$ cat src/rtl/sync_arb_pkg.sv
// Shared types and constants for the round-robin signal arbiter.
package sync_arb_pkg;

  localparam int unsigned NUM_REQ_DEF = 4;
  localparam int unsigned HOLD_W_DEF  = 8;

  typedef enum logic [1:0] {
    ST_IDLE  = 2'd0,
    ST_GRANT = 2'd1,
    ST_GAP   = 2'd2
  } arb_state_e;

  // Index width for n requesters, never below one bit.
  function automatic int unsigned idx_w(input int unsigned n);
    return (n > 1) ? $clog2(n) : 1;
  endfunction

endpackage

$ cat src/rtl/sync_signal_arbiter_if.sv
// Requester-side bus of the arbiter: requests, grant length and grant outputs.
interface sync_signal_arbiter_if
  import sync_arb_pkg::*;
#(
  parameter int unsigned NUM_REQ = NUM_REQ_DEF,
  parameter int unsigned HOLD_W  = HOLD_W_DEF
);

  localparam int unsigned IDX_W = idx_w(NUM_REQ);

  logic [NUM_REQ-1:0] req;
  logic [HOLD_W-1:0]  hold_len;
  logic [NUM_REQ-1:0] gnt;
  logic [IDX_W-1:0]   gnt_id;
  logic               enable_out;
  logic               busy;

  modport master (
    output req, hold_len,
    input  gnt, gnt_id, enable_out, busy
  );

  modport slave (
    input  req, hold_len,
    output gnt, gnt_id, enable_out, busy
  );

endinterface

$ cat src/rtl/rr_pick.sv
// Combinational rotating-priority picker: first set request at or above rr_ptr, wrapping.
module rr_pick
  import sync_arb_pkg::*;
#(
  parameter int unsigned NUM_REQ = NUM_REQ_DEF,
  parameter int unsigned IDX_W   = idx_w(NUM_REQ)
) (
  input  logic [NUM_REQ-1:0] req,
  input  logic [IDX_W-1:0]   rr_ptr,
  output logic               valid,
  output logic [IDX_W-1:0]   idx
);

  localparam int unsigned SUM_W = IDX_W + 1;

  logic [SUM_W-1:0] sum;
  logic [IDX_W-1:0] cand;

  // Walk offsets 0..NUM_REQ-1 from rr_ptr; the first hit wins.
  always_comb begin
    valid = 1'b0;
    idx   = '0;
    sum   = '0;
    cand  = '0;
    for (int unsigned i = 0; i < NUM_REQ; i++) begin
      sum = {1'b0, rr_ptr} + SUM_W'(i);
      if (sum >= SUM_W'(NUM_REQ)) begin
        sum = sum - SUM_W'(NUM_REQ);
      end
      cand = sum[IDX_W-1:0];
      if (!valid && req[cand]) begin
        valid = 1'b1;
        idx   = cand;
      end
    end
  end

endmodule

$ cat src/rtl/sync_signal_arbiter.sv
// Round-robin owner of a shared enable register; one requester at a time for a
// latched number of cycles. Define SYNC_ARB_GAP_EN to insert one deasserted
// cycle between consecutive grants; otherwise handoffs are back-to-back.
module sync_signal_arbiter
  import sync_arb_pkg::*;
#(
  parameter int unsigned NUM_REQ = NUM_REQ_DEF,
  parameter int unsigned HOLD_W  = HOLD_W_DEF
) (
  input  logic                  clk,
  input  logic                  reset_n,
  sync_signal_arbiter_if.slave  bus
);

  localparam int unsigned IDX_W = idx_w(NUM_REQ);

  arb_state_e         state_q, state_d;
  logic [HOLD_W-1:0]  cnt_q, cnt_d;
  logic [IDX_W-1:0]   rr_ptr_q, rr_ptr_d;
  logic [NUM_REQ-1:0] gnt_q, gnt_d;
  logic [IDX_W-1:0]   gnt_id_q, gnt_id_d;
  logic               enable_q, enable_d;
  logic               busy_q, busy_d;

  logic               pick_valid_c;
  logic [IDX_W-1:0]   pick_idx_c;
  logic               launch_c;
  logic               grant_end_c;

  rr_pick #(
    .NUM_REQ (NUM_REQ),
    .IDX_W   (IDX_W)
  ) u_rr_pick (
    .req     (bus.req),
    .rr_ptr  (rr_ptr_q),
    .valid   (pick_valid_c),
    .idx     (pick_idx_c)
  );

  // Next state, grant counter, rotation pointer and registered outputs.
  always_comb begin
    state_d     = state_q;
    cnt_d       = cnt_q;
    rr_ptr_d    = rr_ptr_q;
    gnt_d       = gnt_q;
    gnt_id_d    = gnt_id_q;
    enable_d    = enable_q;
    busy_d      = busy_q;
    launch_c    = 1'b0;
    grant_end_c = 1'b0;

    unique case (state_q)
      ST_IDLE: begin
        launch_c = pick_valid_c;
      end
      ST_GRANT: begin
        if ((cnt_q == HOLD_W'(1)) || !bus.req[gnt_id_q]) begin
          grant_end_c = 1'b1;
        end else begin
          cnt_d = cnt_q - HOLD_W'(1);
        end
      end
`ifdef SYNC_ARB_GAP_EN
      ST_GAP: begin
        launch_c = pick_valid_c;
        if (!pick_valid_c) begin
          state_d = ST_IDLE;
          busy_d  = 1'b0;
        end
      end
`endif
      default: begin
        state_d  = ST_IDLE;
        gnt_d    = '0;
        gnt_id_d = '0;
        enable_d = 1'b0;
        busy_d   = 1'b0;
      end
    endcase

    // Grant end: either park in GAP for one cycle or hand off on this edge.
    if (grant_end_c) begin
`ifdef SYNC_ARB_GAP_EN
      state_d  = ST_GAP;
      gnt_d    = '0;
      gnt_id_d = '0;
      enable_d = 1'b0;
      busy_d   = 1'b1;
`else
      launch_c = pick_valid_c;
      if (!pick_valid_c) begin
        state_d  = ST_IDLE;
        gnt_d    = '0;
        gnt_id_d = '0;
        enable_d = 1'b0;
        busy_d   = 1'b0;
      end
`endif
    end

    // New grant: latch length (0 acts as 1) and move the pointer past the winner.
    if (launch_c) begin
      state_d  = ST_GRANT;
      gnt_d    = NUM_REQ'(1) << pick_idx_c;
      gnt_id_d = pick_idx_c;
      enable_d = 1'b1;
      busy_d   = 1'b1;
      cnt_d    = (bus.hold_len == '0) ? HOLD_W'(1) : bus.hold_len;
      rr_ptr_d = (pick_idx_c == IDX_W'(NUM_REQ - 1)) ? '0 : pick_idx_c + IDX_W'(1);
    end
  end

  // State and output registers with synchronous active-low reset.
  always_ff @(posedge clk) begin
    if (!reset_n) begin
      state_q  <= ST_IDLE;
      cnt_q    <= '0;
      rr_ptr_q <= '0;
      gnt_q    <= '0;
      gnt_id_q <= '0;
      enable_q <= 1'b0;
      busy_q   <= 1'b0;
    end else begin
      state_q  <= state_d;
      cnt_q    <= cnt_d;
      rr_ptr_q <= rr_ptr_d;
      gnt_q    <= gnt_d;
      gnt_id_q <= gnt_id_d;
      enable_q <= enable_d;
      busy_q   <= busy_d;
    end
  end

  assign bus.gnt        = gnt_q;
  assign bus.gnt_id     = gnt_id_q;
  assign bus.enable_out = enable_q;
  assign bus.busy       = busy_q;

endmodule
$ cat src/flat_wrapper.sv
// flat-port wrapper written by rule: the top's interface ports become plain ports
module sync_signal_arbiter_flat import sync_arb_pkg::*;
#(
  parameter int unsigned NUM_REQ = NUM_REQ_DEF,
  parameter int unsigned HOLD_W  = HOLD_W_DEF
)
  (clk, reset_n, bus_req, bus_hold_len, bus_gnt, bus_gnt_id, bus_enable_out, bus_busy);
  sync_signal_arbiter_if #(.NUM_REQ(NUM_REQ), .HOLD_W(HOLD_W)) bus_i ();
  input  logic clk;
  input  logic reset_n;
  input wire logic [$bits(bus_i.req)-1:0] bus_req;
  input wire logic [$bits(bus_i.hold_len)-1:0] bus_hold_len;
  output wire logic [$bits(bus_i.gnt)-1:0] bus_gnt;
  output wire logic [$bits(bus_i.gnt_id)-1:0] bus_gnt_id;
  output wire logic [$bits(bus_i.enable_out)-1:0] bus_enable_out;
  output wire logic [$bits(bus_i.busy)-1:0] bus_busy;
  assign bus_i.req = bus_req;
  assign bus_i.hold_len = bus_hold_len;
  assign bus_gnt = bus_i.gnt;
  assign bus_gnt_id = bus_i.gnt_id;
  assign bus_enable_out = bus_i.enable_out;
  assign bus_busy = bus_i.busy;
  sync_signal_arbiter #(.NUM_REQ(NUM_REQ), .HOLD_W(HOLD_W)) u_core (.clk(clk), .reset_n(reset_n), .bus(bus_i));
endmodule
$ cat config.mk
export PLATFORM = sky130hd
export DESIGN_NAME = sync_signal_arbiter_flat
export DESIGN_NICKNAME = d
export VERILOG_FILES = /design/src/rtl/sync_arb_pkg.sv /design/src/rtl/sync_signal_arbiter_if.sv /design/src/rtl/rr_pick.sv /design/src/rtl/sync_signal_arbiter.sv /design/src/flat_wrapper.sv
export SDC_FILE = /design/constraint.sdc
export NUM_CORES = 1
export LEC_CHECK = 0
export BUFFER_PORTS_ARGS = -buffer_cell sky130_fd_sc_hd__buf_2
export CORE_MARGIN = 2
export CORE_UTILIZATION = 42
export CTS_CLUSTER_DIAMETER = 120
export CTS_CLUSTER_SIZE = 24
export DETAILED_ROUTE_END_ITERATION = 10
export HOLD_SLACK_MARGIN = 0.05
export PLACE_DENSITY = 0.62
export SKIP_CTS_REPAIR_TIMING = 1
export SLEW_MARGIN = 20
export SYNTH_ARGS = -nofsm -noshare
export SYNTH_HDL_FRONTEND = slang
export SYNTH_SLANG_ARGS = --single-unit
export TNS_END_PERCENT = 5
$ cat constraint.sdc
create_clock -name clk -period 2 [get_ports clk]
set_input_delay 0.4 -clock clk [delete_from_list [all_inputs] [get_ports clk]]
set_output_delay 0.4 -clock clk [all_outputs]
set_load 0.02 [all_outputs]
Word level (Yosys, flattened, before mapping)
Index checks and enable logic that the tools add are counted.
W data, S select, Z words.
{"block": "totals", "regBits": 20, "out_inout_bits": 8}
{"block": "op_classes", "add_sub_neg": 9, "magnitude_cmp": 9, "n_eq_ne": 4, "shifts": 1, "muxes": 51, "n_bitwise": 1, "reduce_logical": 14}
{"cell": "$mux W2", "n": 16}
{"cell": "$mux W8", "n": 4}
{"cell": "$mux W1", "n": 22}
{"cell": "$mux W4", "n": 4}
{"cell": "$lt A2 B3 Y1 const B", "n": 5}
{"cell": "$bmux W1 S2", "n": 5}
{"cell": "$ge A3 B3 Y1 const B", "n": 3}
{"cell": "$eq A8 B1 Y1 const B", "n": 1}
{"cell": "$logic_not A8 Y1", "n": 1}
{"cell": "$sub A2 B1 Y2 const B", "n": 4}
{"cell": "$sub A8 B1 Y8 const B", "n": 1}
{"cell": "$add A2 B2 Y3 const B", "n": 2}
{"cell": "$logic_not A1 Y1", "n": 4}
{"cell": "$reduce_or A2 Y1", "n": 2}
{"cell": "$shl A1 B2 Y4 const A", "n": 1}
{"cell": "$add A2 B1 Y3 const B", "n": 1}
{"cell": "$ge A2 B3 Y1 const B", "n": 1}
{"cell": "$logic_and A1 B1 Y1", "n": 3}
{"cell": "$add A2 B1 Y2 const B", "n": 1}
{"cell": "$eq A2 B1 Y1 const B", "n": 1}
{"cell": "$eq A2 B2 Y1 const B", "n": 1}
{"cell": "$logic_not A2 Y1", "n": 1}
{"cell": "$ne A2 B1 Y1 const B", "n": 1}
{"cell": "$reduce_and A2 Y1", "n": 1}
{"cell": "3 further kinds", "n": 3}

Logic depth before layout (Yosys ltp)
{"block": "logic_depth", "word_depth": 18, "depth_mapped": 9}

Modules after synthesis
A second synthesis with hierarchy kept.
{"block": "unflattened", "hier_cells": 141, "area_unflattened_um2": 1181.1}
{"mod": "sync_signal_arbiter", "instances": 1, "cells_per_inst": 126, "area_each_um2": 1103.6, "seq_area_each_um2": 400.4}
{"mod": "rr_pick", "instances": 1, "cells_per_inst": 15, "area_each_um2": 77.6, "seq_area_each_um2": 0.0}

Worst setup path before layout
No wires, ideal clock.
{"block": "synth_path", "kind": "register to register", "start": "register u_core.cnt_q[4]", "end": "register u_core.cnt_q[5]", "setup_time_ns": 0.117, "t_arrival_ns": 1.653, "t_required_ns": 1.883, "slack_ns": 0.230, "stages_incl_launch_ff": 6, "n_path_buf": 0, "path_cell_list": "dfxtp_1 > or3_4 > nor4_4 > nor2_2 > mux2_4 > a32o_1"}
{"block": "synth_between", "elab_chain_len": 7, "word_cells_on_any_way": 12}
{"element": "start, declared", "line_no": "sync_signal_arbiter.sv:18", "source": "logic [HOLD_W-1:0] cnt_q, cnt_d;"}
{"element": "start signal, assigned", "line_no": "sync_signal_arbiter.sv:125", "source": "cnt_q <= cnt_d;"}
{"element": "$eq A8 B1 Y1", "line_no": "sync_signal_arbiter.sv:57", "source": "if ((cnt_q == HOLD_W'(1)) || !bus.req[gnt_id_q]) begin"}
{"element": "$logic_or A1 B1 Y1", "line_no": "sync_signal_arbiter.sv:57"}
{"element": "$mux W1", "line_no": "sync_signal_arbiter.sv:57"}
{"element": "$mux W1", "line_no": "sync_signal_arbiter.sv:52", "source": "unique case (state_q)"}
{"element": "$mux W1", "line_no": "sync_signal_arbiter.sv:82", "source": "if (grant_end_c) begin"}
{"element": "$ne A2 B1 Y1 (no source line) / $reduce_bool A2 Y1 (equally long branches)"}
{"element": "$reduce_and A2 Y1 (no source line)"}
Several ways; a longest one is shown, not always the timed one. The select of a mux whose other input is x is not followed.
A chain may end at the register's enable or synchronous reset.

Worst setup path after layout
Same ends and word-level chain as after synthesis.

==> reports/results.txt <==
max-cap violations = 0
DR vias = 1173
run status = complete, no violations
first-pass GRT wire length = 4988 um
post-DP HPWL = 2280 um
GPL Wtd Cong = 0.8811
WS Path Type = reg2reg
most common library cells after synthesis = 20 x dfxtp_1, 18 x a21oi_1, 13 x nand2_1
Port Buffer Count = 21
worst-path maximum fanout = 6
fin. max-slew vios = 0
die area = 3236 um^2
Clock Latency Late Sink = 0.30 ns
Final Setup Violations = 0
Post-Syn Nets = 163
setup slack, reg-to-reg = 0.16 ns
critical path's slowest cell = or3_4
Worst-Margin Slew = 0.5993 ns
Avg WL per Cell = 14.65 um
H-tree depth = 1
Net Sw Power = 0.2858 mW
RSZ-0062 raised after global routing = false
most frequent cell after synthesis = dfxtp_1
synthesized cell area = 1175 um^2
Final ANT Viol Nets = 0
Post-synth EDFFs = 0
Die X-Extent = 56.89 um
number of CTS-inserted buffers = 3
Layout area overhead = 17.15%
Critical Path End Type = flip-flop
Ports = 22
final hold vios = 0
gr usage total = 19.51%
CP required = 2.21 ns
cell taking the most area after synthesis = dfxtp_1
register area share after synthesis = 34.08%
Layout Skew = 0.002398 ns
power density over cell area = 672.0 nW/um^2
Worst Setup Start Kind = flip-flop
hold path depth = 3
Final Hold Slack = 0.3913 ns
largest net degree at the start of global routing = 12
HP Start = bus_hold_len[2]
Yosys cell types = 42
Final nets = 192
DRT iter0 DRCs = 33
fmax = 0.5432 GHz
Syn Area/Cell = 8.216 um^2
Max VDD drop = 0.4527 mV
period utilization = 92.05%
vias in the first global route = 1118
CP Data Arrival Time = 2.05 ns
core area = 2710 um^2
hold endpoint = u_core.cnt_q[2]
root buffer cell = clkbuf_4
top post-synthesis cells by area = dfxtp_1 34%, a21oi_1 7.7%, ha_1 6.4%
flops & latches, synth = 20
crit path from = u_core.cnt_q[4]
Flop pwr share = 49.0%
antenna violations before repair = 0
CTS tree = done
setup_tns = 0 ns
Clock Path Buffers = 2
Die Y = 56.89 um
Reg clk slew, reported paths = 0.11 ns
Starting Density = 43.35%
Rows = 19
Total Power = 0.9249 mW
Synth async-reset ratio = 0%
clock share of power = 25.4%
drt pass-1 iters = 4
Worst slew margin = 59.62%
share of cells above drive strength 1 = 23.98%
Switching Fraction = 30.90%
ANT cells = 0
Syn Inst Count = 143
drt via density = 5.807
slowest stage delay, CP = 0.44 ns
internal power = 0.6391 mW
Overflow after GRT = 0
crit path time final = 1.841 ns
ys flop type = dfxtp_1
combinational power share = 25.6%
worst-case reg-to-reg path depth = 5
warnings from Yosys = 0
r2r startpoint = u_core.cnt_q[4]
clock sink count = 20
final wirelength = 2960 um
Hold Crit Class = in2reg
Critical Path, Cell by Cell = or3_4 -> nor4_4 -> nor2_2 -> mux2_4 -> a32o_1
Synth top area share = 34.08%
leak pwr = 0.5688 nW
reg-to-reg endpoint = u_core.cnt_q[5]
# DRC = 0
==> kinds of logic (layout without fill, tap and decap cells) <==
family          after synthesis  after routing  synth area share, %
simple gates                 60             60                29.61
compound gates               39             39                19.91
flops                        20             20                34.08
buf+inv                      13             41                5.857
fa+ha+maj                     6              6                6.390
mux                           4              4                3.834
other cells                   1              1               0.3192
==> routing by layer <==
layer  global-route usage [%]  part of all wire (%)  routed length (um)  vias to the layer above
met1                    23.76                    44                1309                      552
li1                         -                     -                   -                      577
met3                    2.535                   4.0                 119                        6
met2                    33.83                    50                1478                       38
met5                        0                     0                   0                        -
met4                    8.638                   1.8                  53                        0
==> worst max-delay path by stage <==
stage / depth (start not counted) / slack, ns / endpoint
CTS: 5 / 0.16 / u_core.cnt_q[5]
global route: 7 / 0.01 / u_core.bus.gnt[0]
finish: 5 / 0.16 / u_core.cnt_q[5]
global placement: 5 / 0.18 / u_core.cnt_q[5]
detailed placement: 6 / 0.17 / u_core.cnt_q[5]
floorplan: 5 / 0.23 / u_core.cnt_q[5]
==> cell type report <==
class	instances	area (um^2)
fillers	283	1334
flip-flops and latches	20	400.4
multi-input cells	110	705.7
repair buffers	29	165.2
clock buffers	4	36.28
well taps	31	38.79
inverters	8	30.03
==> layout by cell type, fill, tap and decap left out, types with 4 or more instances in the layout <==
cell | Yosys | final
nor3_1 | 5 | 5
nand3_1 | 9 | 9
nand2b_1 | 4 | 4
nor4_1 | 4 | 4
o21ai_0 | 5 | 5
nand3b_1 | 4 | 4
nand2_1 | 13 | 13
dfxtp_1 | 20 | 20
nor2_1 | 7 | 7
a21oi_1 | 18 | 18
buf_2 | 1 | 21
inv_1 | 7 | 7
buf_4 | 0 | 8
ha_1 | 6 | 6
==> flip-flops by register name, indices dropped and copies added, names as in the netlist <==
signal                 flops
u_core.bus.busy            1
u_core.cnt_q               8
u_core.bus.gnt_id          2
u_core.state_q             2
u_core.bus.gnt             4
u_core.rr_ptr_q            2
u_core.bus.enable_out      1
==> worst max-delay path, delay by kind of cell, from the launching register on <==
kind | cells | cell delay (ns)
AND/OR/NAND/NOR | 3 | 0.85
flip-flops | 1 | 0.39
AO/OA/AOI/OAI | 1 | 0.19
multiplexers | 1 | 0.31
==> power groups by stage <==
stage	logic (mW)	registers, mW	clock network [mW]
2_1_floorplan	0.155	0.468	0
3_3_place_gp	0.230	0.461	0
3_5_place_dp	0.236	0.462	0
4_1_cts	0.238	0.453	0.248
5_1_grt	0.269	0.457	0.264
6_report	0.236	0.454	0.235
==> per-stage QoR <==
step,utilization (%),instance area (um^2),setup slack [ns],cells
CTS,50.78,1376,0.1562,202
global placement,49.45,1340,0.1813,198
global route,50.78,1376,0.01349,202
finish,50.78,1376,0.1590,202
detailed placement,49.45,1340,0.1721,198
floorplan,-,1175,0.2300,143
Note: power is estimated with default switching activity, not from simulation.
